File: config.mk
export PLATFORM = sky130hd
export DESIGN_NAME = ram8_arbiter
export DESIGN_NICKNAME = d
export VERILOG_FILES = /design/src/rtl/ram8_arbiter_pkg.sv /design/src/rtl/ram8_arbiter.sv
export SDC_FILE = /design/constraint.sdc
export NUM_CORES = 1
export LEC_CHECK = 0
export ABC_AREA = 1
export CAP_MARGIN = 40
export CELL_PAD_IN_SITES_DETAIL_PLACEMENT = 1
export CELL_PAD_IN_SITES_GLOBAL_PLACEMENT = 2
export CORE_MARGIN = 3
export CORE_UTILIZATION = 12
export CTS_CLUSTER_DIAMETER = 80
export DETAILED_ROUTE_END_ITERATION = 6
export GPL_ROUTABILITY_DRIVEN = 0
export PLACE_DENSITY_LB_ADDON = 0.1
export SETUP_SLACK_MARGIN = 0.3
export SLEW_MARGIN = 20
export SYNTH_ARGS = -nofsm -noshare
export SYNTH_HDL_FRONTEND = slang
export SYNTH_SLANG_ARGS = --single-unit
File: constraint.sdc
create_clock -name clk -period 1.1 [get_ports clk]
set_input_delay 0.165 -clock clk [delete_from_list [all_inputs] [get_ports clk]]
set_output_delay 0.165 -clock clk [all_outputs]
set_load 0.02 [all_outputs]
File: src/rtl/ram8_arbiter_pkg.sv
// Shared constants for the two-port RAM arbiter: port indices, burst limit
// default and the burst counter width.
package ram8_arbiter_pkg;

  localparam logic        PORT_CPU      = 1'b0;
  localparam logic        PORT_DMA      = 1'b1;
  localparam int unsigned MAX_BURST_DEF = 4;
  localparam int unsigned BURST_W       = 4;

  typedef enum logic [1:0] {
    ST_IDLE = 2'd0,
    ST_OWN0 = 2'd1,
    ST_OWN1 = 2'd2
  } arb_state_e;

endpackage

File: src/rtl/ram8_arbiter.sv
// Two-port arbiter in front of a single-port synchronous 8x256 RAM.
// Combinational grant with bounded bursts and round-robin tie-break.
//
// state   | meaning
// ST_IDLE | no grant in the previous cycle
// ST_OWN0 | port 0 (CPU) was granted in the previous cycle
// ST_OWN1 | port 1 (loader/DMA) was granted in the previous cycle
module ram8_arbiter
  import ram8_arbiter_pkg::*;
#(
  parameter int unsigned MAX_BURST = MAX_BURST_DEF
) (
  input  logic       clk,
  input  logic       rst_n,
  input  logic       req0,
  input  logic       req1,
  input  logic       we0,
  input  logic       we1,
  input  logic [7:0] addr0,
  input  logic [7:0] addr1,
  input  logic [7:0] di0,
  input  logic [7:0] di1,
  output logic       gnt0,
  output logic       gnt1,
  output logic       rvalid0,
  output logic       rvalid1,
  output logic [7:0] rdata,
  output logic [7:0] mem_addr,
  output logic [7:0] mem_di,
  output logic       mem_we,
  input  logic [7:0] mem_do
);

  localparam logic [BURST_W-1:0] MAX_B = BURST_W'(MAX_BURST);

  arb_state_e         state_q, state_d;
  logic               last_winner_q, last_winner_d;
  logic [BURST_W-1:0] burst_q, burst_d;
  logic               rvalid0_q, rvalid0_d;
  logic               rvalid1_q, rvalid1_d;
  logic               gnt0_c, gnt1_c;

  always_ff @(posedge clk or negedge rst_n) begin
    if (!rst_n) begin
      state_q       <= ST_IDLE;
      last_winner_q <= PORT_DMA;
      burst_q       <= '0;
      rvalid0_q     <= 1'b0;
      rvalid1_q     <= 1'b0;
    end else begin
      state_q       <= state_d;
      last_winner_q <= last_winner_d;
      burst_q       <= burst_d;
      rvalid0_q     <= rvalid0_d;
      rvalid1_q     <= rvalid1_d;
    end
  end

  always_comb begin
    gnt0_c = 1'b0;
    gnt1_c = 1'b0;
    if (req0 && !req1) begin
      gnt0_c = 1'b1;
    end else if (req1 && !req0) begin
      gnt1_c = 1'b1;
    end else if (req0 && req1) begin
      // Owner keeps the RAM until its burst allowance runs out.
      if (state_q == ST_OWN0 && burst_q < MAX_B) begin
        gnt0_c = 1'b1;
      end else if (state_q == ST_OWN1 && burst_q < MAX_B) begin
        gnt1_c = 1'b1;
      end else if (last_winner_q == PORT_DMA) begin
        gnt0_c = 1'b1;
      end else begin
        gnt1_c = 1'b1;
      end
    end
  end

  always_comb begin
    state_d       = ST_IDLE;
    last_winner_d = last_winner_q;
    burst_d       = '0;
    rvalid0_d     = gnt0_c && !we0;
    rvalid1_d     = gnt1_c && !we1;
    if (gnt0_c) begin
      state_d       = ST_OWN0;
      last_winner_d = PORT_CPU;
      if (state_q == ST_OWN0) begin
        burst_d = (burst_q >= MAX_B) ? MAX_B : burst_q + 1'b1;
      end else begin
        burst_d = 1;
      end
    end else if (gnt1_c) begin
      state_d       = ST_OWN1;
      last_winner_d = PORT_DMA;
      if (state_q == ST_OWN1) begin
        burst_d = (burst_q >= MAX_B) ? MAX_B : burst_q + 1'b1;
      end else begin
        burst_d = 1;
      end
    end
  end

  // Grants are combinational, so they are masked while reset is held.
  assign gnt0 = gnt0_c && rst_n;
  assign gnt1 = gnt1_c && rst_n;

  always_comb begin
    mem_addr = '0;
    mem_di   = '0;
    mem_we   = 1'b0;
    if (gnt0) begin
      mem_addr = addr0;
      mem_di   = di0;
      mem_we   = we0;
    end else if (gnt1) begin
      mem_addr = addr1;
      mem_di   = di1;
      mem_we   = we1;
    end
  end

  assign rvalid0 = rvalid0_q;
  assign rvalid1 = rvalid1_q;
  assign rdata   = mem_do;

endmodule

==> results.toml, run 1 <==
[timing]
final_hold_viol_count = 0
post-route-min-period_ps = 1760
drv_slew = 0
layout_setup_ws_ps = -658
min_period_over_period = 1.60
rsz0062_at_grt = "yes"
setup_tns_ps = -14960
setup_viol = 27
fin_skew_ps = 2.37
max_freq_ghz = 0.569
whs_ps = 298

[logic_synthesis]
synthCells = 117
yosys-top-cells-area = "dfrtp_1 (25%), nand4_1 (15%), nand3_1 (12%), nand2_1 (12%), buf_4 (8.5%)"
ys_seq_elements = 9
yosys_warnings = 0
synthArstFlopShare = 1.00
syn-num-nets = 164
synth.most_common_cell = "nand2_1"
synth_common_cells = "nand2_1 (25), nand3_1 (19), nand4_1 (19)"
syn_area_um2 = 797
synth_top_area_frac = 0.251
synth_cell_types = 22
yosysTopAreaCell = "dfrtp_1"
ys_seq_area_frac = 0.284
postSynthAreaPerCell_um2 = 6.81
synthFlopType = "dfrtp_1"
synth-edff-count = 0

[placement]
dpl_cell_area_um2 = 1550
dp_hpwl_mm = 2.68
dp_cells = 250
numPortBuffers = 58

[floorplanning]
core_region_area_um2 = 6390
chipWidth_um = 87.5
rows = 29
initial_core_util = 0.125
dieArea_um2 = 7660
ios = 75
die_h_um = 87.5

[final_layout]
post-route-cell-area_um2 = 2000
final_nets = 239
final_layout_size_suffix_gt1_frac = 0.550
area_delta_synth_final_pct = 151
antenna_cells = 0
layout.cells.non_filler = 268

[drt]
finalWirelength_mm = 3.98
vias = 1096
drc = 0
firstDrtPassIters = 2
drtIter0Drc = 10
vias_per_cell = 4.09
routedWlPerCell_um = 14.9
antenna_left = 0

[worst_setup_path]
cp_data_arrival_time_ps = 1590
critPathCaptureType = "output port"
cp_max_fo = 5
crit_type = "flop to output port"
start_kind = "flop"
reg2reg_slack_ps = -550
crit_required_ps = 940

[cts]
htreeDepth = 1
cts_num_sinks = 9
clock_path_buffers = 2
clk_pin_slew_ps = 40
root_buffer = "clkbuf_8"
cts_buffers = 3
insertion_delay_ps = 230
cts_tree = "yes"

[global_route]
grt_max_degree = 38
grt_usage = 0.0990
grt_pass1_vias = 1117
antenna_found_initial = 0
grt_overflow = 0
grt_pass1_wl_mm = 5.72

[pwr]
comb_power_share = 0.589
pwr-share-clk = 0.200
p_per_area_nw_per_um2 = 941
p_total_mw = 1.88
switching_share = 0.352
seqPwrFrac = 0.211
ir_worst_vdd_v = 0.000363
p_switching_uw = 662
p_leak_nw = 0.888
intPower_mw = 1.22

[hold_path]
hold_path.class = "primary input to async pin"

[run]
max_cap_violations = 0

[status]
violations = "negative setup slack"
status = "finished with violations"
## final timing paths
path | from | endpoint | cells past startpoint
hold / removal | rst_n | rvalid1$_DFF_PN0_ | 2
setup / recovery | state_q[1]$_DFF_PN0_ | mem_addr[2] | 9
hold reg to reg | last_winner_q$_DFFE_PN1P_ | last_winner_q$_DFFE_PN1P_ | 2
max in group asynchronous | rst_n | last_winner_q$_DFFE_PN1P_ | 3
setup reg to reg | state_q[1]$_DFF_PN0_ | burst_q[1]$_DFF_PN0_ | 11
min in group clk | mem_do[0] | rdata[0] | 0
## final cells by class
| class | count | area (µm²) |
|---|---|---|
| timing repair buffer | 86 | 942 |
| fill | 742 | 4380 |
| inverter | 9 | 36.3 |
| multi-input combinational | 83 | 656 |
| sequential | 9 | 226 |
| tap | 77 | 96.3 |
| clock buffer | 4 | 45.0 |
## logic make-up after synthesis
logic type	count (synthesis)	share of synthesized area
buffers and inverters	27	0.199
AOI/OAI and AO/OA	4	0.0282
other	1	0.00471
adders and majority gates	1	0.0157
DFF	9	0.284
and+or+nand+nor	75	0.468
## per-stage QoR
stage,setup WS (ps),util
after detailed placement,-1020,0.242
final,-658,0.313
after global routing,-743,0.313
after global placement,-998,0.242
after floorplan,-176,-
after CTS,-686,0.275
## cells in the final DEF, fill, tap and decap left out, types with 2 or more instances in the layout
| cell | instances |
|---|---|
| nand2_2 | 21 |
| clkdlybuf4s50_1 | 37 |
| buf_12 | 4 |
| inv_2 | 2 |
| nor2_2 | 2 |
| buf_4 | 12 |
| inv_1 | 6 |
| clkbuf_8 | 3 |
| buf_6 | 31 |
| nand2_8 | 4 |
| nand4_1 | 19 |
| nand3_1 | 7 |
| dfrtp_1 | 8 |
| nand3_2 | 12 |
| nand2_4 | 3 |
| nor2_4 | 5 |
| nand2_1 | 2 |
## state kept, by name (all words and copies together) (netlist names)
register / flops
burst_q: 4
state_q: 2
last_winner_q: 1
rvalid0: 1
rvalid1: 1
## critical path, cell delays in order (launching register included)
cell and delay [ps]:
dfrtp_1 370, buf_6 110, nor2_4 30, a21oi_4 200, nand2_8 130, buf_12 170
nand2_8 90, nand3_2 80, nand2_2 70, buf_6 110
## timing repair
action / CTS / global route
gates cloned: 2 / 2
setup buffers: 4 / 6
pin swaps: 5 / 15
resized for setup: 136 / 39
setup endpoints to repair: 29 / 29
hold buffers: 0 / 0
## metal layers
metal  wire length [µm]  track usage  vias up
li1                   -            -      540
met1               1550        0.114      516
met2               2170        0.181       31
met3                149       0.0208        9
met4                116       0.0293        0
met5                  0            0        -
## power by group through the flow
| stage | Combinational, mW | Clock [mW] | Sequential, mW |
|---|---|---|---|
| 2_1_floorplan | 0.400 | 0 | 0.398 |
| 3_3_place_gp | 0.749 | 0 | 0.393 |
| 3_5_place_dp | 0.755 | 0 | 0.394 |
| 4_1_cts | 0.933 | 0.396 | 0.394 |
| 5_1_grt | 1.19 | 0.422 | 0.400 |
| 6_report | 1.11 | 0.377 | 0.397 |
(Power assumes the default switching activity.)
==> inputs of run 2 (changes only) <==
--- a/config.mk
+++ b/config.mk
@@ -14,6 +14,7 @@
 export CTS_CLUSTER_DIAMETER = 80
 export DETAILED_ROUTE_END_ITERATION = 6
 export GPL_ROUTABILITY_DRIVEN = 0
+export MAX_ROUTING_LAYER = met4
 export PLACE_DENSITY_LB_ADDON = 0.1
 export SETUP_SLACK_MARGIN = 0.3
 export SLEW_MARGIN = 20
==> run 2 against run 1 <==
Compared with the run above: the run still ends with negative setup slack left; critical path depth did not move; global-route usage rose by 0.26 points; non-clock buffer count did not move; combinational power about the same; clock skew about the same; cell count is the same; final area unchanged; total power is essentially flat; first-iteration DRC count down 10%; largest power group unchanged.
==> results.toml, run 2 (synthesis results as in run 1) <==
[cts]
clock_path_buffers = 2
cts_buffers = 3
cts_tree = "yes"
clk_pin_slew_ps = 40
cts_hold_buf = 0
cts_num_sinks = 9
insertion_delay_ps = 230
htreeDepth = 1
root_buffer = "clkbuf_8"

[placement]
dpl_cell_area_um2 = 1550
dp_hpwl_mm = 2.68
numPortBuffers = 58

[timing]
whs_ps = 299
rsz0062_at_grt = "yes"
setup_tns_ps = -14960
post-route-min-period_ps = 1760
fin_skew_ps = 2.05
final_hold_viol_count = 0
layout_setup_ws_ps = -661
min_period_over_period = 1.60
max_freq_ghz = 0.568
setup_viol = 27
drv_slew = 0

[worst_setup_path]
crit_required_ps = 940
critical_path.max_stage_delay_ps = 370
slowest_stage = "dfrtp_1"
critPathCaptureType = "output port"
crit_type = "flop to output port"
reg2reg_slack_ps = -550
cp_data_arrival_time_ps = 1600
cp_max_fo = 5
start_kind = "flop"
crit_chain = "buf_6, nor2_4, a21oi_4, nand2_8, buf_12, nand2_8, nand3_2, nand2_2, buf_6"

[drt]
vias = 1091
drtIter0Drc = 9
vias_per_cell = 4.07
routedWlPerCell_um = 14.9
drc = 0
finalWirelength_mm = 3.98
antenna_left = 0
firstDrtPassIters = 4

[global_route]
grt_overflow = 0
grt_pass1_vias = 1118
grt_max_degree = 38
antenna_found_initial = 0
grt_pass1_wl_mm = 5.71
grt_usage = 0.102

[run]
max_cap_violations = 0

[hold_path]
hold_path.class = "primary input to async pin"

[floorplanning]
initial_core_util = 0.125
chipWidth_um = 87.5
core_region_area_um2 = 6390
die_h_um = 87.5
ios = 75
dieArea_um2 = 7660
rows = 29

[final_layout]
post-route-cell-area_um2 = 2000
antenna_cells = 0
final_common_cell = "clkdlybuf4s50_1"
final_nets = 239
area_delta_synth_final_pct = 151
top_regs = "burst_q x4, state_q x2"
final_layout_size_suffix_gt1_frac = 0.550
largest_reg_flops = 4
mostFrequentLayoutCells = "clkdlybuf4s50_1 (37), buf_6 (31), nand2_2 (21), nand4_1 (19)"
largest-register = "burst_q"

[status]
violations = "negative setup slack"
status = "finished with violations"

[pwr]
p_per_area_nw_per_um2 = 940
ir_worst_vdd_v = 0.000363
p_leak_nw = 0.888
[run 2: cell counts in the layout (fill, tap and decap cells not counted)]
No cell type changed its count.
[run 2: worst max-delay path: cells and delay by family (launching register included)]
kind            cells  cell delay (ps)
compound gates      1              200
buf+inv             3              390
flops               1              370
simple gates        5              400
[run 2: path summary, 6_finish.rpt]
check                                          startpoint                   endpoint  cells past startpoint
worst max-delay path                 state_q[1]$_DFF_PN0_                mem_addr[2]                      9
worst min-delay path                                rst_n          rvalid1$_DFF_PN0_                      2
worst max register to register       state_q[1]$_DFF_PN0_       burst_q[1]$_DFF_PN0_                     11
worst min register to register  last_winner_q$_DFFE_PN1P_  last_winner_q$_DFFE_PN1P_                      2
max in group asynchronous                           rst_n  last_winner_q$_DFFE_PN1P_                      3
min in group clk                                mem_do[0]                   rdata[0]                      0
[run 2: per-stage QoR]
stage	power [mW]	util	instances	worst slack, ps
after floorplan	0.798	-	117	-176
after global placement	1.14	0.242	250	-998
after detailed placement	1.15	0.242	250	-1020
after CTS	1.72	0.275	260	-686
after global routing	2.02	0.313	268	-743
final	1.88	0.313	268	-661
[run 2: final cells by class]
type / count / area, µm²
clock buffer: 4 / 45.0
fill: 742 / 4380
inverter: 9 / 36.3
multi-input combinational: 83 / 656
sequential: 9 / 226
tap: 77 / 96.3
timing repair buffer: 86 / 942
[run 2: metal layers]
layer	vias to the layer above	routed length, µm	GRT usage
li1	538	-	-
met1	513	1590	0.116
met2	33	2170	0.181
met3	7	128	0.0180
met4	0	93	0.0293
met5	-	0	-
[run 2: where the power goes]
part	leakage, nW	internal, mW	switching (mW)
clock network	0.0228	0.252	0.124
logic	0.754	0.598	0.511
registers	0.111	0.372	0.0254
total	0.888	1.22	0.661
[run 2: timing repair]
action	CTS	global route
resized for setup	136	39
buffers inserted	4	6
setup endpoints to repair	29	29
pin swaps	5	15
cloned	2	2
